===== src/rtl/addsub_16bit_serial.sv =====
// addsub_16bit_serial: 16-bit two's-complement add/subtract, one nibble per clock over four RUN cycles.
// Define ADDSUB_SAT_EN to saturate Sum on signed overflow; by default Sum wraps modulo 2^16.
module addsub_16bit_serial (
  input  logic        clk,
  input  logic        rst_n,
  input  logic        start,
  input  logic [15:0] A,
  input  logic [15:0] B,
  input  logic        sub,
  output logic [15:0] Sum,
  output logic        Ovfl,
  output logic        Z,
  output logic        N,
  output logic        busy,
  output logic        done
);
  typedef enum logic [1:0] {IDLE, RUN, DONE} state_t;
  state_t      state_q;
  logic [15:0] a_q, bin_q, work_q, sum_q;
  logic [1:0]  cnt_q;
  logic        carry_q, ovfl_q, z_q, n_q, busy_q, done_q;
  logic [4:0]  nib_d;
  logic [15:0] work_d, res_d;
  logic        ovfl_d, accept;
  assign accept = start && state_q != RUN;
  always_comb begin
    nib_d = {1'b0, a_q[{cnt_q, 2'b00} +: 4]} + {1'b0, bin_q[{cnt_q, 2'b00} +: 4]} + {4'b0, carry_q};
    work_d = work_q;
    work_d[{cnt_q, 2'b00} +: 4] = nib_d[3:0];
    ovfl_d = (a_q[15] == bin_q[15]) && (work_d[15] != a_q[15]);
`ifdef ADDSUB_SAT_EN
    res_d = ovfl_d ? (a_q[15] ? 16'h8000 : 16'h7FFF) : work_d;
`else
    res_d = work_d;
`endif
  end
  // work_d/res_d are only meaningful on the cnt_q==3 RUN edge, where work_d holds the full raw result
  always_ff @(posedge clk or negedge rst_n) begin
    if (!rst_n) begin
      state_q <= IDLE;
      a_q     <= '0;
      bin_q   <= '0;
      work_q  <= '0;
      sum_q   <= '0;
      cnt_q   <= '0;
      carry_q <= 1'b0;
      ovfl_q  <= 1'b0;
      z_q     <= 1'b0;
      n_q     <= 1'b0;
      busy_q  <= 1'b0;
      done_q  <= 1'b0;
    end else begin
      done_q <= 1'b0;
      if (accept) begin
        state_q <= RUN;
        a_q     <= A;
        bin_q   <= sub ? ~B : B;
        carry_q <= sub;
        cnt_q   <= 2'd0;
        busy_q  <= 1'b1;
      end else if (state_q == RUN) begin
        work_q  <= work_d;
        carry_q <= nib_d[4];
        cnt_q   <= cnt_q + 2'd1;
        if (cnt_q == 2'd3) begin
          state_q <= DONE;
          busy_q  <= 1'b0;
          done_q  <= 1'b1;
          sum_q   <= res_d;
          ovfl_q  <= ovfl_d;
          z_q     <= res_d == 16'h0000;
          n_q     <= res_d[15];
        end
      end else begin
        state_q <= IDLE;
      end
    end
  end
  assign Sum  = sum_q;
  assign Ovfl = ovfl_q;
  assign Z    = z_q;
  assign N    = n_q;
  assign busy = busy_q;
  assign done = done_q;
endmodule

===== config.mk =====
export PLATFORM = sky130hd
export DESIGN_NAME = addsub_16bit_serial
export DESIGN_NICKNAME = d
export VERILOG_FILES = /design/src/rtl/addsub_16bit_serial.sv
export SDC_FILE = /design/constraint.sdc
export NUM_CORES = 1
export LEC_CHECK = 0
export CAP_MARGIN = 20
export CELL_PAD_IN_SITES_DETAIL_PLACEMENT = 0
export CELL_PAD_IN_SITES_GLOBAL_PLACEMENT = 2
export CORE_MARGIN = 4
export CORE_UTILIZATION = 35
export CTS_CLUSTER_DIAMETER = 30
export CTS_CLUSTER_SIZE = 30
export DETAILED_ROUTE_END_ITERATION = 8
export GPL_ROUTABILITY_DRIVEN = 0
export PLACE_DENSITY_LB_ADDON = 0.05
export SKIP_LAST_GASP = 1
export SLEW_MARGIN = 20
export SYNTH_ARGS = -nofsm -noshare
export SYNTH_HDL_FRONTEND = slang
export SYNTH_SLANG_ARGS = --single-unit
export TNS_END_PERCENT = 30

===== constraint.sdc =====
create_clock -name clk -period 3.1 [get_ports clk]
set_input_delay 0.62 -clock clk [delete_from_list [all_inputs] [get_ports clk]]
set_output_delay 0.62 -clock clk [all_outputs]
set_load 0.01 [all_outputs]

==> impl_metrics.csv <==
group,metric,value,unit
clocking,htreeDepth,3,
yosys,synth.area.top_cells,"dfrtp_1 50%, mux2_2 5.0%, mux4_2 5.0%",
sta,fin_crit_sh,90.0,%
routing,detail_route.wl_per_cell,16.2,µm
sta,fin_crit,2.79,ns
power,p_comb_share,52.8,%
run_status,status,"finished, final reports clean",
routing,vias,2585,
worst_setup_path,endpoint_kind,"register",
yosys,synth_edf_count,0,
yosys,ys_warn_count,0,
worst_setup_path,r2r-end,"Sum[9]",
sta,slew-limit-headroom,50.0,%
placement,hpwl,6110,µm
clocking,numCtsBuffers,9,
sta,rsz0062_at_grt,"no",
clocking,cts_hold_buffers,0,
die,rows,36,
worst_setup_path,worstPathRequired,3.36,ns
die,num_io_pins,57,
routing,via_per_inst,4.91,
worst_setup_path,crit_slowest_cell,"dfrtp_1",
layout,drive_gt1_share,13.5,%
worst_setup_path,max_stage_delay,0.58,ns
sta,worst_pin_slew,0.750,ns
grt,antenna_found_initial,0,
grt,grt_use_total,15.3,%
placement,port_buffers,56,
grt,grt_max_degree,50,
layout,area_delta_synth_final,25.5,%
clocking,cts_setup_buffers,0,
yosys,ys_types,51,
power,leakagePower,1.90,nW
worst_setup_path,path_max_fanout,9,
clocking,clockBufferDepth,2,
routing,drc,0,
grt,grt_pass1_vias,2696,
worst_setup_path,path_buf_inv,1,
die,dieWidth,110,µm
routing,antenna_left,0,
sta,hold_viol_final,0,
worst_setup_path,startpoint,"cnt_q[0]",
routing,drt_wl_total,8520,µm
sta,clock_skew,0.00954,ns
power,vdd_drop_max,0.000671,V
run,cap_violations,0,
yosys,synth_seq_cells,73,
worst_setup_path,critPathTopFamily,"adder cells",
clocking,clk_latency,0.34,ns
power,p_sw,2.24,mW
worst_setup_path,r2r-start,"cnt_q[0]",
clocking,path_clk_slew,0.08,ns
worst_setup_path,crit_path_start_kind,"register",
layout,diodes,0,
clocking,ctsResizeCount,0,
yosys,async_flop_share,100,%
sta,tns,0,ns
power,p_clk_share,16.2,%
grt,grt_overflow,0,
routing,drt-initial-drc-count,66,
yosys,syn-cell-area,0.00363,mm²
die,die_y,110,µm
worst_setup_path,reg2reg_depth,7,
yosys,ys.flop_type,"dfrtp_1",
grt,grt_pass1_wl,14000,µm
clocking,cts_tree,"yes",
die,start_util,36.6,%
placement,pre_cts_slack,0.305,ns
power,p_seq_share,31.0,%
yosys,synth_top_area_cell,"dfrtp_1",
yosys,ys_seq_area_share,50.4,%
worst_setup_path,cp_cell_sequence,"mux4_2 -> fa_1 -> inv_1 -> fa_1 -> nor3_1 -> a21oi_1 -> o21ai_0",
sta,setup_viol,0,
sta,final_max_slew_viol_count,0,
yosys,synth_top_area_share,50.4,%
worst_setup_path,path_class,"register to register",
yosys,synthCells,332,
worst_setup_path,arrival,3.05,ns
yosys,syn_nets,379,
power,swShare,42.2,%
worst_hold_path,hold_class,"primary input to async pin",
layout,layout.nets,435,
clocking,ctsRootBufferMaster,"clkbuf_8",
power,p_per_area,1170,mW/mm²
die,core,0.00991,mm²
worst_setup_path,worstSetupEndpoint,"Sum[9]",
worst_setup_path,cp.depth,7,
routing,dr.pass1.iters,4,
power,intPower,3.08,mW
sta,holdWs,0.329,ns
power,finalPower,5.32,mW
die,dieArea,0.0121,mm²
worst_setup_path,r2r_slack,0.31,ns
clocking,cts_sinks,73,
sta,setup_ws,0.310,ns
yosys,syn_avg_cell_area,10.9,µm²
worst_setup_path,crit_path_frequent_cell,"fa_1",
sta,fmax,358,MHz
[state kept, by name, summed over array words and instances (netlist names)]
name     count
carry_q      1
cnt_q        2
a_q         16
bin_q       16
done         1
Sum         16
state_q      2
Ovfl         1
work_q      16
Z            1
busy         1
[worst register-to-register path, cell delays in order (launching register included)]
cell and delay, ns:
dfrtp_1 0.58, mux4_2 0.58, fa_1 0.42, inv_1 0.09, fa_1 0.57, nor3_1 0.25, a21oi_1 0.05, o21ai_0 0.17
[per-stage QoR]
step                area, µm²  utilization [%]  std cells
global placement         4320             43.6        510
floorplan                3630                -        332
finish                   4550             45.9        526
detailed placement       4320             43.6        510
CTS                      4550             45.9        526
global route             4550             45.9        526
[power groups by stage]
stage	Clock (mW)	Sequential, mW	Combinational [mW]
2_1_floorplan	0	1.60	1.86
3_3_place_gp	0	1.68	2.83
3_5_place_dp	0	1.68	2.83
4_1_cts	0.888	1.66	2.84
5_1_grt	0.921	1.71	3.10
6_report	0.862	1.65	2.81
[cell families (layout without fill, tap and decap cells)]
logic type | count (synthesis) | in the layout | share of synthesized area [%]
XOR/XNOR | 17 | 17 | 4.11
buffers and inverters | 34 | 95 | 4.04
adder cells (fa/ha/maj) | 11 | 11 | 4.21
multiplexers | 26 | 26 | 10.5
flip-flops | 73 | 73 | 50.4
AO/OA/AOI/OAI | 80 | 80 | 14.0
AND/OR/NAND/NOR | 91 | 91 | 12.8
[worst min-delay path by stage]
stage | end | cells after the start | slack [ns]
floorplan | Ovfl | 0 | 0.32
global placement | Sum[0] | 2 | 0.46
detailed placement | Sum[2] | 2 | 0.47
CTS | Sum[6] | 1 | 0.36
global route | Sum[6] | 1 | 0.39
finish | Sum[6] | 1 | 0.33
[layout make-up]
cell class	instances	area [µm²]
Fill cell	964	5360
Sequential cell	73	1830
Multi-Input combinational cell	225	1650
Timing Repair Buffer	65	623
Tap cell	133	166
Clock buffer	12	155
Clock inverter	4	75.1
Inverter	14	52.6
[cell usage in the layout (no fill, tap or decap), drive strengths merged, types with 3 or more instances in the layout]
cell	count
nor2b	7
inv	14
nand2	44
xnor2	17
mux2	16
o221ai	3
mux4	8
nor4	5
nor3	5
a22o	10
clkbuf	12
ha	9
nor2	7
o21a	3
clkdlybuf4s50	55
a21oi	12
dfrtp	73
or3	3
o21ai	33
o31ai	6
buf	10
[synthesized netlist by cell type, types with 2 or more instances]
cell type and instances:
nor2b_1 7, o21a_1 3, nor2_1 7, and2b_1 2, o31ai_1 6, a22o_1 10
ha_1 9, nand2_1 44, o221ai_1 3, dfrtp_1 73, o32a_1 2, inv_1 12
o22a_1 2, mux4_2 8, and3_1 2, nor3_1 5, clkbuf_1 11, and3b_1 2
or3_1 2, nand3_1 2, o22ai_1 2, buf_2 6, a21oi_1 12, xnor2_1 17
inv_2 2, mux2i_1 2, o21ai_0 32, nor3b_1 2, a31oi_1 2, fa_1 2
mux2_2 16, nor4_1 5, nor4b_1 2
[layer usage]
| metal | vias to the layer above | track usage (%) | share of wire (%) |
|---|---|---|---|
| li1 | 1286 | - | - |
| met1 | 1232 | 20.2 | 45 |
| met2 | 59 | 25.1 | 50 |
| met3 | 8 | 3.23 | 4.1 |
| met4 | 0 | 5.08 | 1.1 |
| met5 | - | 0 | 0 |
No activity file was read; power rests on OpenSTA's default activity.
